`config.mk`:
```
export PLATFORM = sky130hd
export DESIGN_NAME = interrupt_controller_flat
export DESIGN_NICKNAME = d
export VERILOG_FILES = /design/src/rtl/intc_if.sv /design/src/rtl/interrupt_controller.sv /design/src/flat_wrapper.sv
export SDC_FILE = /design/constraint.sdc
export NUM_CORES = 1
export LEC_CHECK = 0
export BUFFER_PORTS_ARGS = -buffer_cell sky130_fd_sc_hd__buf_2
export CORE_UTILIZATION = 47
export CTS_CLUSTER_SIZE = 25
export DETAILED_ROUTE_END_ITERATION = 8
export PLACE_DENSITY = 0.95
export SYNTH_ARGS = -nofsm -noshare
export SYNTH_HDL_FRONTEND = slang
export SYNTH_SLANG_ARGS = --single-unit
```
`constraint.sdc`:
```
create_clock -name clk -period 5 [get_ports clk]
set_input_delay 1.5 -clock clk [delete_from_list [all_inputs] [get_ports clk]]
set_output_delay 1.5 -clock clk [all_outputs]
set_load 0.01 [all_outputs]
```
`src/rtl/intc_if.sv`:
```
// Signal bundle between the core and interrupt_controller.
// The core drives requests and control; the controller returns redirect and state.
interface intc_if #(
  parameter int CHANNELS = 3,
  parameter int ID_WIDTH = 2
);
  logic [CHANNELS-1:0] irq_in;
  logic                mask_we;
  logic [CHANNELS-1:0] mask_wdata;
  logic                stall;
  logic                eret;
  logic [31:0]         pc_next;
  logic                redirect;
  logic [31:0]         redirect_pc;
  logic                take;
  logic [31:0]         epc;
  logic                ie;
  logic [ID_WIDTH-1:0] active_id;
  logic [CHANNELS-1:0] pending;
  logic [CHANNELS-1:0] mask;

  modport master (
    output irq_in, mask_we, mask_wdata, stall, eret, pc_next,
    input  redirect, redirect_pc, take, epc, ie, active_id, pending, mask
  );

  modport slave (
    input  irq_in, mask_we, mask_wdata, stall, eret, pc_next,
    output redirect, redirect_pc, take, epc, ie, active_id, pending, mask
  );
endinterface

```
`src/rtl/interrupt_controller.sv`:
```
// Vectored, non-nesting interrupt controller: synchronises and edge-detects requests,
// latches them as pending, vectors to the highest-priority unmasked one and returns via eret.
module interrupt_controller #(
  parameter int          CHANNELS      = 3,
  parameter int          ID_WIDTH      = 2,
  parameter logic [31:0] VECTOR_BASE   = 32'h0000_0800,
  parameter logic [31:0] VECTOR_STRIDE = 32'h0000_0020
) (
  input logic   clk,
  input logic   rst_n,
  intc_if.slave bus
);

  typedef enum logic {
    SERVICE = 1'b0,
    IDLE    = 1'b1
  } state_e;

  state_e              state_q, state_d;
  logic [CHANNELS-1:0] s1_q, s2_q, s3_q;
  logic [CHANNELS-1:0] pending_q, pending_d;
  logic [CHANNELS-1:0] mask_q, mask_d;
  logic [31:0]         epc_q, epc_d;
  logic [ID_WIDTH-1:0] active_id_q, active_id_d;

  logic [CHANNELS-1:0] rise_s;
  logic [CHANNELS-1:0] req_s;
  logic [CHANNELS-1:0] clr_s;
  logic [ID_WIDTH-1:0] sel_id_s;
  logic                take_s;
  logic                eret_ok_s;
  logic [31:0]         vector_s;
  logic                redirect_s;
  logic [31:0]         redirect_pc_s;

  assign rise_s    = s2_q & ~s3_q;
  assign req_s     = pending_q & ~mask_q;
  assign take_s    = (state_q == IDLE) & ~bus.stall & ~bus.eret & (|req_s);
  assign eret_ok_s = bus.eret & (state_q == SERVICE) & ~bus.stall;
  assign vector_s  = VECTOR_BASE + (32'(sel_id_s) * VECTOR_STRIDE);

  // Scan from the top down so the lowest-index request is the one left standing.
  always_comb begin
    sel_id_s = '0;
    for (int i = CHANNELS - 1; i >= 0; i--) begin
      if (req_s[i]) begin
        sel_id_s = ID_WIDTH'(i);
      end else begin
        sel_id_s = sel_id_s;
      end
    end
  end

  // Clear only the channel being taken; a fresh rise in the same cycle re-sets it below.
  always_comb begin
    clr_s = '0;
    for (int i = 0; i < CHANNELS; i++) begin
      clr_s[i] = take_s & (sel_id_s == ID_WIDTH'(i));
    end
  end

  // Next-state and datapath update for pending, mask, epc and active_id.
  always_comb begin
    pending_d   = (pending_q & ~clr_s) | rise_s;
    mask_d      = mask_q;
    epc_d       = epc_q;
    active_id_d = active_id_q;
    if (bus.mask_we) begin
      mask_d = bus.mask_wdata;
    end else begin
      mask_d = mask_q;
    end
    if (take_s) begin
      epc_d       = bus.pc_next;
      active_id_d = sel_id_s;
    end else begin
      epc_d       = epc_q;
      active_id_d = active_id_q;
    end
  end

  // Service state register.
  always_ff @(posedge clk or negedge rst_n) begin
    if (!rst_n) begin
      state_q <= IDLE;
    end else begin
      state_q <= state_d;
    end
  end

  // Service state transitions: take enters service, an accepted eret leaves it.
  always_comb begin
    state_d = state_q;
    case (state_q)
      IDLE: begin
        if (take_s) state_d = SERVICE;
        else        state_d = IDLE;
      end
      SERVICE: begin
        if (eret_ok_s) state_d = IDLE;
        else           state_d = SERVICE;
      end
      default: state_d = IDLE;
    endcase
  end

  // Redirect outputs; take and eret_ok are mutually exclusive since they need opposite ie.
  always_comb begin
    redirect_s    = 1'b0;
    redirect_pc_s = epc_q;
    case (state_q)
      IDLE: begin
        redirect_s = take_s;
        if (take_s) redirect_pc_s = vector_s;
        else        redirect_pc_s = epc_q;
      end
      SERVICE: begin
        redirect_s    = eret_ok_s;
        redirect_pc_s = epc_q;
      end
      default: begin
        redirect_s    = 1'b0;
        redirect_pc_s = epc_q;
      end
    endcase
  end

  // Synchroniser, edge-detect stage and architectural registers.
  always_ff @(posedge clk or negedge rst_n) begin
    if (!rst_n) begin
      s1_q        <= '0;
      s2_q        <= '0;
      s3_q        <= '0;
      pending_q   <= '0;
      mask_q      <= '0;
      epc_q       <= 32'h0000_0000;
      active_id_q <= '0;
    end else begin
      s1_q        <= bus.irq_in;
      s2_q        <= s1_q;
      s3_q        <= s2_q;
      pending_q   <= pending_d;
      mask_q      <= mask_d;
      epc_q       <= epc_d;
      active_id_q <= active_id_d;
    end
  end

  assign bus.take        = take_s;
  assign bus.redirect    = redirect_s;
  assign bus.redirect_pc = redirect_pc_s;
  assign bus.epc         = epc_q;
  assign bus.ie          = (state_q == IDLE);
  assign bus.active_id   = active_id_q;
  assign bus.pending     = pending_q;
  assign bus.mask        = mask_q;

endmodule

```
`src/flat_wrapper.sv`:
```
// flat-port wrapper written by rule: the top's interface ports become plain ports
module interrupt_controller_flat 
#(
  parameter int          CHANNELS      = 3,
  parameter int          ID_WIDTH      = 2,
  parameter logic [31:0] VECTOR_BASE   = 32'h0000_0800,
  parameter logic [31:0] VECTOR_STRIDE = 32'h0000_0020
)
  (clk, rst_n, bus_irq_in, bus_mask_we, bus_mask_wdata, bus_stall, bus_eret, bus_pc_next, bus_redirect, bus_redirect_pc, bus_take, bus_epc, bus_ie, bus_active_id, bus_pending, bus_mask);
  intc_if #(.CHANNELS(CHANNELS), .ID_WIDTH(ID_WIDTH)) bus_i ();
  input logic clk;
  input logic rst_n;
  input wire logic [$bits(bus_i.irq_in)-1:0] bus_irq_in;
  input wire logic [$bits(bus_i.mask_we)-1:0] bus_mask_we;
  input wire logic [$bits(bus_i.mask_wdata)-1:0] bus_mask_wdata;
  input wire logic [$bits(bus_i.stall)-1:0] bus_stall;
  input wire logic [$bits(bus_i.eret)-1:0] bus_eret;
  input wire logic [$bits(bus_i.pc_next)-1:0] bus_pc_next;
  output wire logic [$bits(bus_i.redirect)-1:0] bus_redirect;
  output wire logic [$bits(bus_i.redirect_pc)-1:0] bus_redirect_pc;
  output wire logic [$bits(bus_i.take)-1:0] bus_take;
  output wire logic [$bits(bus_i.epc)-1:0] bus_epc;
  output wire logic [$bits(bus_i.ie)-1:0] bus_ie;
  output wire logic [$bits(bus_i.active_id)-1:0] bus_active_id;
  output wire logic [$bits(bus_i.pending)-1:0] bus_pending;
  output wire logic [$bits(bus_i.mask)-1:0] bus_mask;
  assign bus_i.irq_in = bus_irq_in;
  assign bus_i.mask_we = bus_mask_we;
  assign bus_i.mask_wdata = bus_mask_wdata;
  assign bus_i.stall = bus_stall;
  assign bus_i.eret = bus_eret;
  assign bus_i.pc_next = bus_pc_next;
  assign bus_redirect = bus_i.redirect;
  assign bus_redirect_pc = bus_i.redirect_pc;
  assign bus_take = bus_i.take;
  assign bus_epc = bus_i.epc;
  assign bus_ie = bus_i.ie;
  assign bus_active_id = bus_i.active_id;
  assign bus_pending = bus_i.pending;
  assign bus_mask = bus_i.mask;
  interrupt_controller #(.CHANNELS(CHANNELS), .ID_WIDTH(ID_WIDTH), .VECTOR_BASE(VECTOR_BASE), .VECTOR_STRIDE(VECTOR_STRIDE)) u_core (.clk(clk), .rst_n(rst_n), .bus(bus_i));
endmodule
```
==> metrics list, run 1 <==
- In this run, the clock network consumes 17.3% of the power.
- Final setup TNS: 0 ns
* Critical path data arrival time: between 2 and 3 ns
- At the worst endpoint, the required time is ~3.5 ns.
- Leading area contributor after synthesis: sky130_fd_sc_hd__dfrtp_1
- Most used flip-flop cell after synthesis: sky130_fd_sc_hd__dfrtp_1
* Hold crit path type: reg2reg
- In this run the static leakage power is roughly 1.4 nW.
* Area of the core region: between 4000 and 5000 um2
* Final core utilization: 67.62%
* Diode count: 0
- In this run the mean area of a mapped cell was 13.90 um2.
- During synthesis, Yosys emitted a total of 0 warnings.
- Measured along the x axis, the die boundary spans 68.60 um.
* Initial antenna violation count: 0
* Critical path, cell by cell: buf_2 > or3b_4 > a31oi_4 > buf_4 > or2_2 > buf_2
- Sequential-to-total area share from yosys stat: roughly 60%
* Longest Clk Path Bufs: 2
- Synth Net Count: ~190
- Global routing consumed, on the met1 layer, a little over a fifth of the routing resources.
- Pin count of the biggest net entering global routing: 51
- GRT Overall Usage: 18.26%
- Once detail routing completed, the nets flagged for antenna violations numbered 0.
- Buffers inserted during clock tree synthesis total 5.
- Post-layout nets: between 300 and 400
* Run status: complete, no violations
- The final critical path takes up 87.27% of the cycle.
* Share of flip-flops with an asynchronous set or reset after synthesis: 100.0%
- After clock tree synthesis, the clock-pin slew on the worst setup and hold paths is around 0.080 ns.
* Mean routed wirelength per cell: around 13 um
* Clock network latency to the later pin of the worst-skew pair: just under 0.3 ns
- Measured against its own limit, the worst slew margin works out to 29.14%.
- GP Congestion: 0.7143
* Post-route DRC: 0
- Number of distinct library cells after synthesis: 22
- Share of total power in sequential cells: about 44%
* Count of hold buffers inserted by post-cts repair: 0
* Reported net switching power: between 0.0004 and 0.0005 W
* DRC violation total after the first TritonRoute iteration: 56
- Clock sinks: 50
- Compared with the post-synthesis result, the final layout area differs by 33.49%.
* Switching part of the total: 32.82%
- HPWL after detailed placement: between 3000 and 4000 um
- Port buffering added between 100 and 150 buffers.
- Of the post-synthesis cell area, the dominant cell type holds ~59%.
- In this run the worst path has a maximum fanout of 36.
- The largest individual stage delay along the critical path comes from the cell sky130_fd_sc_hd__or3b_4.
- Setup violations remaining at the end of the flow were counted as 0.
* Start-to-end type of the worst setup path: in2out
- The startpoint identified for the worst register-to-register timing path is u_core.bus.ie$_DFF_PN1_.
- For this configuration, the core starts out at a cell density of 50.65%.
- The synthesized design contains 0 enable-type register cells.
- Area contributors post-synth: sky130_fd_sc_hd__dfrtp_1 (59%), sky130_fd_sc_hd__mux2_2 (18%), sky130_fd_sc_hd__nor2b_1 (8.7%), sky130_fd_sc_hd__buf_6 (1.6%), sky130_fd_sc_hd__dfstp_2 (1.3%)
- The first TritonRoute pass finished after 5 iterations.
* Internal power summed over all cells: around 0.00089 W
- For the pin with the worst max-slew slack, the measured transition is around 1.1 ns.
- TritonCTS built the clock tree.
* Highest ir drop seen on vdd: around 0.24 mV
- Total count of hold-check failures in the final report: 0
- Cells with a size suffix above 1 make up ~61% of the layout.
- Synthesis produced 150 cells.
* Post-synthesis sequential element count: 50
- 118 I/O pins were placed.
- The floorplan has 23 rows.
- Once layout is done, the placed cells without fillers occupy 2783 um2.
* Critical path origin: bus_stall
* Final setup skew: between 0.004 and 0.005 ns
- Startpoint of the worst hold path: u_core.s1_q[2]$_DFF_PN0_
* Global route hottest layer: met2
- For this run the aggregate overflow at the end of global routing stands at 0.
- Ratio of total power to cell area: 477.7 nW/um2
* Final total power: between 0.001 and 0.0015 W
- Die height: around 69 um
* Logic pwr share: 38.6%
* Most used standard cell by instance count after synthesis: sky130_fd_sc_hd__dfrtp_1
- Buffers added to address setup during post-CTS repair amount to 0.
- Placed instance area: ~2700 um2
- The number of max-slew violations in the final report came to 0.
- Highest clock frequency the design can meet: roughly 0.23 GHz
- The H-tree was split into 2 levels.
- First-pass GRT wire length: 6203 um
* Cell repeated most along the worst path: sky130_fd_sc_hd__buf_2
- Summing over every cut layer, the via total after detailed routing is roughly 1500.
* Vias in the first global route: approximately 1400
- Met3 Track Usage GR: under 10%
- Using the TritonRoute via totals, the vias-per-cell ratio works out to between 4 and 5.
- Post-CTS Resized: 0
- Post-Syn Area: around 2100 um2
- GRT met2 Usage: 31.86%
- DIE AREA: between 4000 and 5000 um2
- CTS Root Buffer Type: sky130_fd_sc_hd__clkbuf_8
- Number of violations of the max-capacitance limit: 0
* Critical Path Max Stage Delay: around 0.42 ns
* Kind of start point of the critical path: input pin
- Fin Hold WS: ~0.36 ns
- Min Clock Period, post-route: around 4.4 ns
- After detailed routing, the total wire length is slightly above 4000 um.
* Setup repair after global routing missed its margin: no
- The worst setup path is captured at a primary output.
- Sorting the synthesized cells by how often they occur yields sky130_fd_sc_hd__dfrtp_1 (49), sky130_fd_sc_hd__mux2_2 (34), sky130_fd_sc_hd__nor2b_1 (29).
==> cells by family after synthesis <==
logic type,share of synthesized area [%]
AO/OA/AOI/OAI,3.662
buffers and inverters,3.601
flip-flops,60.08
multiplexers,19.39
AND/OR/NAND/NOR,13.27
==> layout make-up <==
class                   instances  area, um2
clock buffers                   7      86.33
clock inverters                 1      5.005
fillers                       329       1333
inverters                       5      18.77
multi-input cells              88      757.0
flip-flops and latches         50       1252
well taps                      50      62.56
repair buffers                119      600.6
==> critical path, delay by kind of cell <==
family / cells / cell delay [ns]
AO/OA/AOI/OAI: 1 / 0.16
AND/OR/NAND/NOR: 2 / 0.60
buffers and inverters: 3 / 0.61
==> sequential cells by signal, summed over array words and instances (netlist names) <==
signal	count
u_core.bus.active_id	2
u_core.bus.epc	32
u_core.bus.ie	1
u_core.bus.mask	3
u_core.bus.pending	3
u_core.s1_q	3
u_core.s2_q	3
u_core.s3_q	3
==> stage by stage <==
step	setup WS [ns]	instances
floorplan	1.010	150
global placement	0.6573	312
detailed placement	0.6233	312
CTS	0.6276	320
global route	0.5418	320
finish	0.6367	320
==> power groups by stage <==
stage,clock network (W),registers (W),logic (W)
floorplan,0,0.000633,0.000242
global placement,0,0.000587,0.000506
detailed placement,0,0.000594,0.000520
CTS,0.000239,0.000589,0.000520
global route,0.000258,0.000605,0.000566
finish,0.000229,0.000587,0.000513
==> final timing paths <==
| check | cells past startpoint | slack, ns | endpoint |
|---|---|---|---|
| max | 6 | 0.64 | bus_redirect |
| min | 0 | 0.36 | u_core.s2_q[2]$_DFF_PN0_ |
| max reg2reg | 4 | 2.98 | u_core.bus.epc[12]$_DFFE_PN0P_ |
| min reg2reg | 0 | 0.36 | u_core.s2_q[2]$_DFF_PN0_ |
| max in group asynchronous | 1 | 2.95 | u_core.bus.epc[15]$_DFFE_PN0P_ |
| min in group asynchronous | 1 | 1.40 | u_core.bus.active_id[0]$_DFFE_PN0P_ |
==> layer usage <==
| layer | vias up | share of wire (%) | wire length [um] |
|---|---|---|---|
| met4 | 0 | 1.0 | 41 |
| met3 | 5 | 6.5 | 265 |
| met5 | - | 0 | 0 |
| met2 | 64 | 52 | 2105 |
| li1 | 744 | - | - |
| met1 | 720 | 41 | 1658 |
==> cell usage in the layout (no fill, tap or decap), drive strengths merged <==
| master | Yosys | final |
|---|---|---|
| clkinv | 0 | 1 |
| nand4 | 1 | 1 |
| inv | 5 | 5 |
| mux2 | 35 | 35 |
| clkbuf | 0 | 7 |
| mux2i | 1 | 1 |
| or3b | 1 | 1 |
| dfrtp | 49 | 49 |
| nor2b | 29 | 29 |
| nand4b | 1 | 1 |
| a31oi | 1 | 1 |
| or2 | 2 | 2 |
| buf | 7 | 119 |
| nand3b | 1 | 1 |
| nor3b | 3 | 3 |
| o21ai | 4 | 4 |
| a22o | 2 | 2 |
| dfstp | 1 | 1 |
| nand2b | 3 | 3 |
| nand2 | 2 | 2 |
| a2bb2oi | 2 | 2 |
Power figures use the tool's default switching activity.
==> inputs of run 2 (changes only) <==
--- a/config.mk
+++ b/config.mk
@@ -9,6 +9,7 @@
 export CORE_UTILIZATION = 47
 export CTS_CLUSTER_SIZE = 25
 export DETAILED_ROUTE_END_ITERATION = 8
+export MAX_ROUTING_LAYER = met4
 export PLACE_DENSITY = 0.95
 export SYNTH_ARGS = -nofsm -noshare
 export SYNTH_HDL_FRONTEND = slang
==> run 2 against run 1 <==
Effect of this change:
- sequential share of layout area unchanged
- global-route usage increased by 0.57 points
- worst hold slack about the same
- register-to-register slack about the same
- clock skew about the same
- core utilization unchanged
- worst setup slack improved by 0.0015 ns
- critical path depth unchanged
- total power about the same
- clock-buffer cell count unchanged
==> metrics list, run 2 (synthesis results as in run 1) <==
- Final setup TNS: 0 ns (unchanged)
- The reg2reg setup slack is 2.98 ns (about the same).
* Number of H-tree branching levels: 2 (unchanged)
- The antenna cell count was 0 (unchanged).
* Kind of start point of the critical path: input pin (unchanged)
* Highest clock frequency the design can meet: 0.2293 GHz (was 0.2292 GHz)
- The full die area is 4705 um2 (unchanged).
- Endpoint type of the worst setup path: primary output (unchanged)
- The wire length of the first global-routing pass is 6216 um (was 6203 um).
- HPWL after detailed placement: 3057 um (unchanged)
* Startpoint of the worst hold path: u_core.s1_q[2]$_DFF_PN0_ (unchanged)
- CTS Root Buffer Type: sky130_fd_sc_hd__clkbuf_8 (unchanged)
- CP Max Fanout: 36 (unchanged)
- Die height: 68.60 um (unchanged)
- Cell area after layout: 2783 um2 (unchanged)
- The total congestion overflow is 0 (unchanged).
- The final critical delay including setup and external delays came to 4.362 ns (was 4.363 ns).
- Fraction of layout cells with a size suffix above 1: 61.11% (unchanged)
* Relative area change from synthesis to final layout: 33.49% (unchanged)
- Top library cells by usage in the layout, fill and taps aside: sky130_fd_sc_hd__buf_2 (117), sky130_fd_sc_hd__dfrtp_1 (49), sky130_fd_sc_hd__mux2_2 (34), sky130_fd_sc_hd__nor2b_1 (29), sky130_fd_sc_hd__clkbuf_8 (6) (unchanged).
* Longest Clk Path Bufs: 2 (unchanged)
- Number of CTS-inserted buffers: 5 (unchanged)
- The worst reg-to-reg path cell count came to 4 (unchanged).
- Total count of hold-check failures in the final report: 0 (unchanged)
* Area of the core region: 4115 um2 (unchanged)
* GRT Overall Usage: 18.83% (was 18.26%)
- The count of nets after finishing is 312 (unchanged).
- The slew at the pin closest to its max-slew limit is 1.069 ns (was 1.063 ns).
* Source of the worst register-to-register timing path: u_core.bus.ie$_DFF_PN1_ (unchanged)
- Horizontal extent of the die: 68.60 um (unchanged)
- Number of setup buffers added after CTS: 0 (unchanged)
- The total via count in the routed design came to 1532 (was 1533).
- Antenna violation net count after detailed routing: 0 (unchanged)
- Relative slew slack: 28.75% (was 29.14%)
- Count of buffers inserted at the top-level ports: 117 (unchanged)
* Run status: complete, no violations (unchanged)
- Clock network latency to the later pin of the worst-skew pair: 0.29 ns (about the same)
- Flip-flop count of the largest register, all copies and words added: 32 (unchanged)
- Number of violations of the max-capacitance limit: 0 (unchanged)
* Capture endpoint of the worst hold path: u_core.s2_q[2]$_DFF_PN0_ (unchanged)
- Slew Viols, Final: 0 (unchanged)
- The count of clock tree sinks came to 50 (unchanged).
* Leading cell type in the layout, fill and taps excluded: sky130_fd_sc_hd__buf_2 (unchanged)
- The CTS tree is done (unchanged).
- Initial antenna violation count: 0 (unchanged)
- The share of the cycle needed by the critical path after routing came to 87.24% (was 87.27%).
- The type of the setup path with the least slack is in2out (unchanged).
- Pin count of the biggest net entering global routing: 51 (unchanged)
- The worst setup skew after layout came to 0.005011 ns (was 0.004940 ns).
- Post-CTS Resized: 0 (unchanged)
- Placed instance area: 2691 um2 (unchanged)
- Pleak: 1.412 nW (unchanged)
- The initial cell density of the core was 50.65% (unchanged).
- Average via count per standard cell: 4.788 (was 4.791)
- Required time at the worst-slack endpoint: 3.50 ns (about the same)
* Worst hold path depth: 0 (unchanged)
* Placement Rows: 23 (unchanged)
* Critical path data arrival time: 2.86 ns (about the same)
- GP Congestion: 0.7225 (was 0.7143)
- Final wirelength: 4089 um (was 4071 um)
- Capture point of the worst reg-to-reg path: u_core.bus.epc[12]$_DFFE_PN0P_ (unchanged)
* Hold crit path type: reg2reg (unchanged)
- Reg clk slew, reported paths: 0.08 ns (about the same)
- The top-level I/O count was 118 (unchanged).
- Setup repair after global routing missed its margin: no (unchanged).
- The number of hold buffers added after CTS came to 0 (unchanged).
* Initial DRT Pass Iterations: 5 (unchanged)
- The final-report setup violation count is 0 (unchanged).
- Fin Hold WS: 0.3555 ns (was 0.3554 ns)
- Vias in the first global route: 1384 (was 1386)
* Highest ir drop seen on vdd: 0.2398 mV (about the same)
- The areal power density over the cells came to 477.9 nW/um2 (was 477.7 nW/um2).
* Mean routed wirelength per cell: 12.78 um (was 12.72 um)
- The initial detailed-routing violation count was 56 (unchanged).
* Post-route DRC: 0 (unchanged)
run 2: worst max-delay path by stage:
| stage | startpoint | end | slack [ns] | cells past startpoint |
|---|---|---|---|---|
| after floorplan | bus_stall | bus_redirect_pc[10] | 1.01 | 5 |
| after global placement | bus_stall | bus_redirect | 0.66 | 6 |
| after detailed placement | bus_stall | bus_redirect | 0.62 | 6 |
| after CTS | bus_stall | bus_redirect | 0.63 | 6 |
| after global routing | bus_stall | bus_redirect_pc[11] | 0.54 | 6 |
| final | bus_stall | bus_redirect | 0.64 | 6 |
run 2: per-layer routing:
metal  GRT usage, %  part of all wire, %  vias to the layer above  wire, um
li1               -                    -                      743         -
met1          22.29                   41                      720      1688
met2          31.86                   51                       64      2105
met3          3.947                  6.2                        5       253
met4          6.250                  1.0                        0        41
met5              -                    0                        -         0
run 2: area by class of cell:
cell class,count,area [um2]
Fill cell,329,1333
Timing Repair Buffer,119,600.6
Multi-Input combinational cell,88,757.0
Sequential cell,50,1252
Clock inverter,1,5.005
Clock buffer,7,86.33
Tap cell,50,62.56
Inverter,5,18.77
run 2: metrics by stage:
step	worst slack (ns)	total power, W	utilization [%]	cells
floorplan	1.010	0.0008751	-	150
global placement	0.6573	0.001094	65.40	312
detailed placement	0.6233	0.001115	65.40	312
CTS	0.6276	0.001348	67.62	320
global route	0.5418	0.001429	67.62	320
finish	0.6382	0.001330	67.62	320
run 2: power breakdown:
group | internal [W] | switching, W | leakage [nW]
Clock | 0.000112 | 0.000118 | 0.0482
Combinational | 0.000269 | 0.000244 | 0.782
Sequential | 0.000513 | 0.0000743 | 0.582
run 2: critical path, stage by stage:
cell	delay, ns
sky130_fd_sc_hd__buf_2	0.13
sky130_fd_sc_hd__or3b_4	0.42
sky130_fd_sc_hd__a31oi_4	0.16
sky130_fd_sc_hd__buf_4	0.36
sky130_fd_sc_hd__or2_2	0.18
sky130_fd_sc_hd__buf_2	0.12
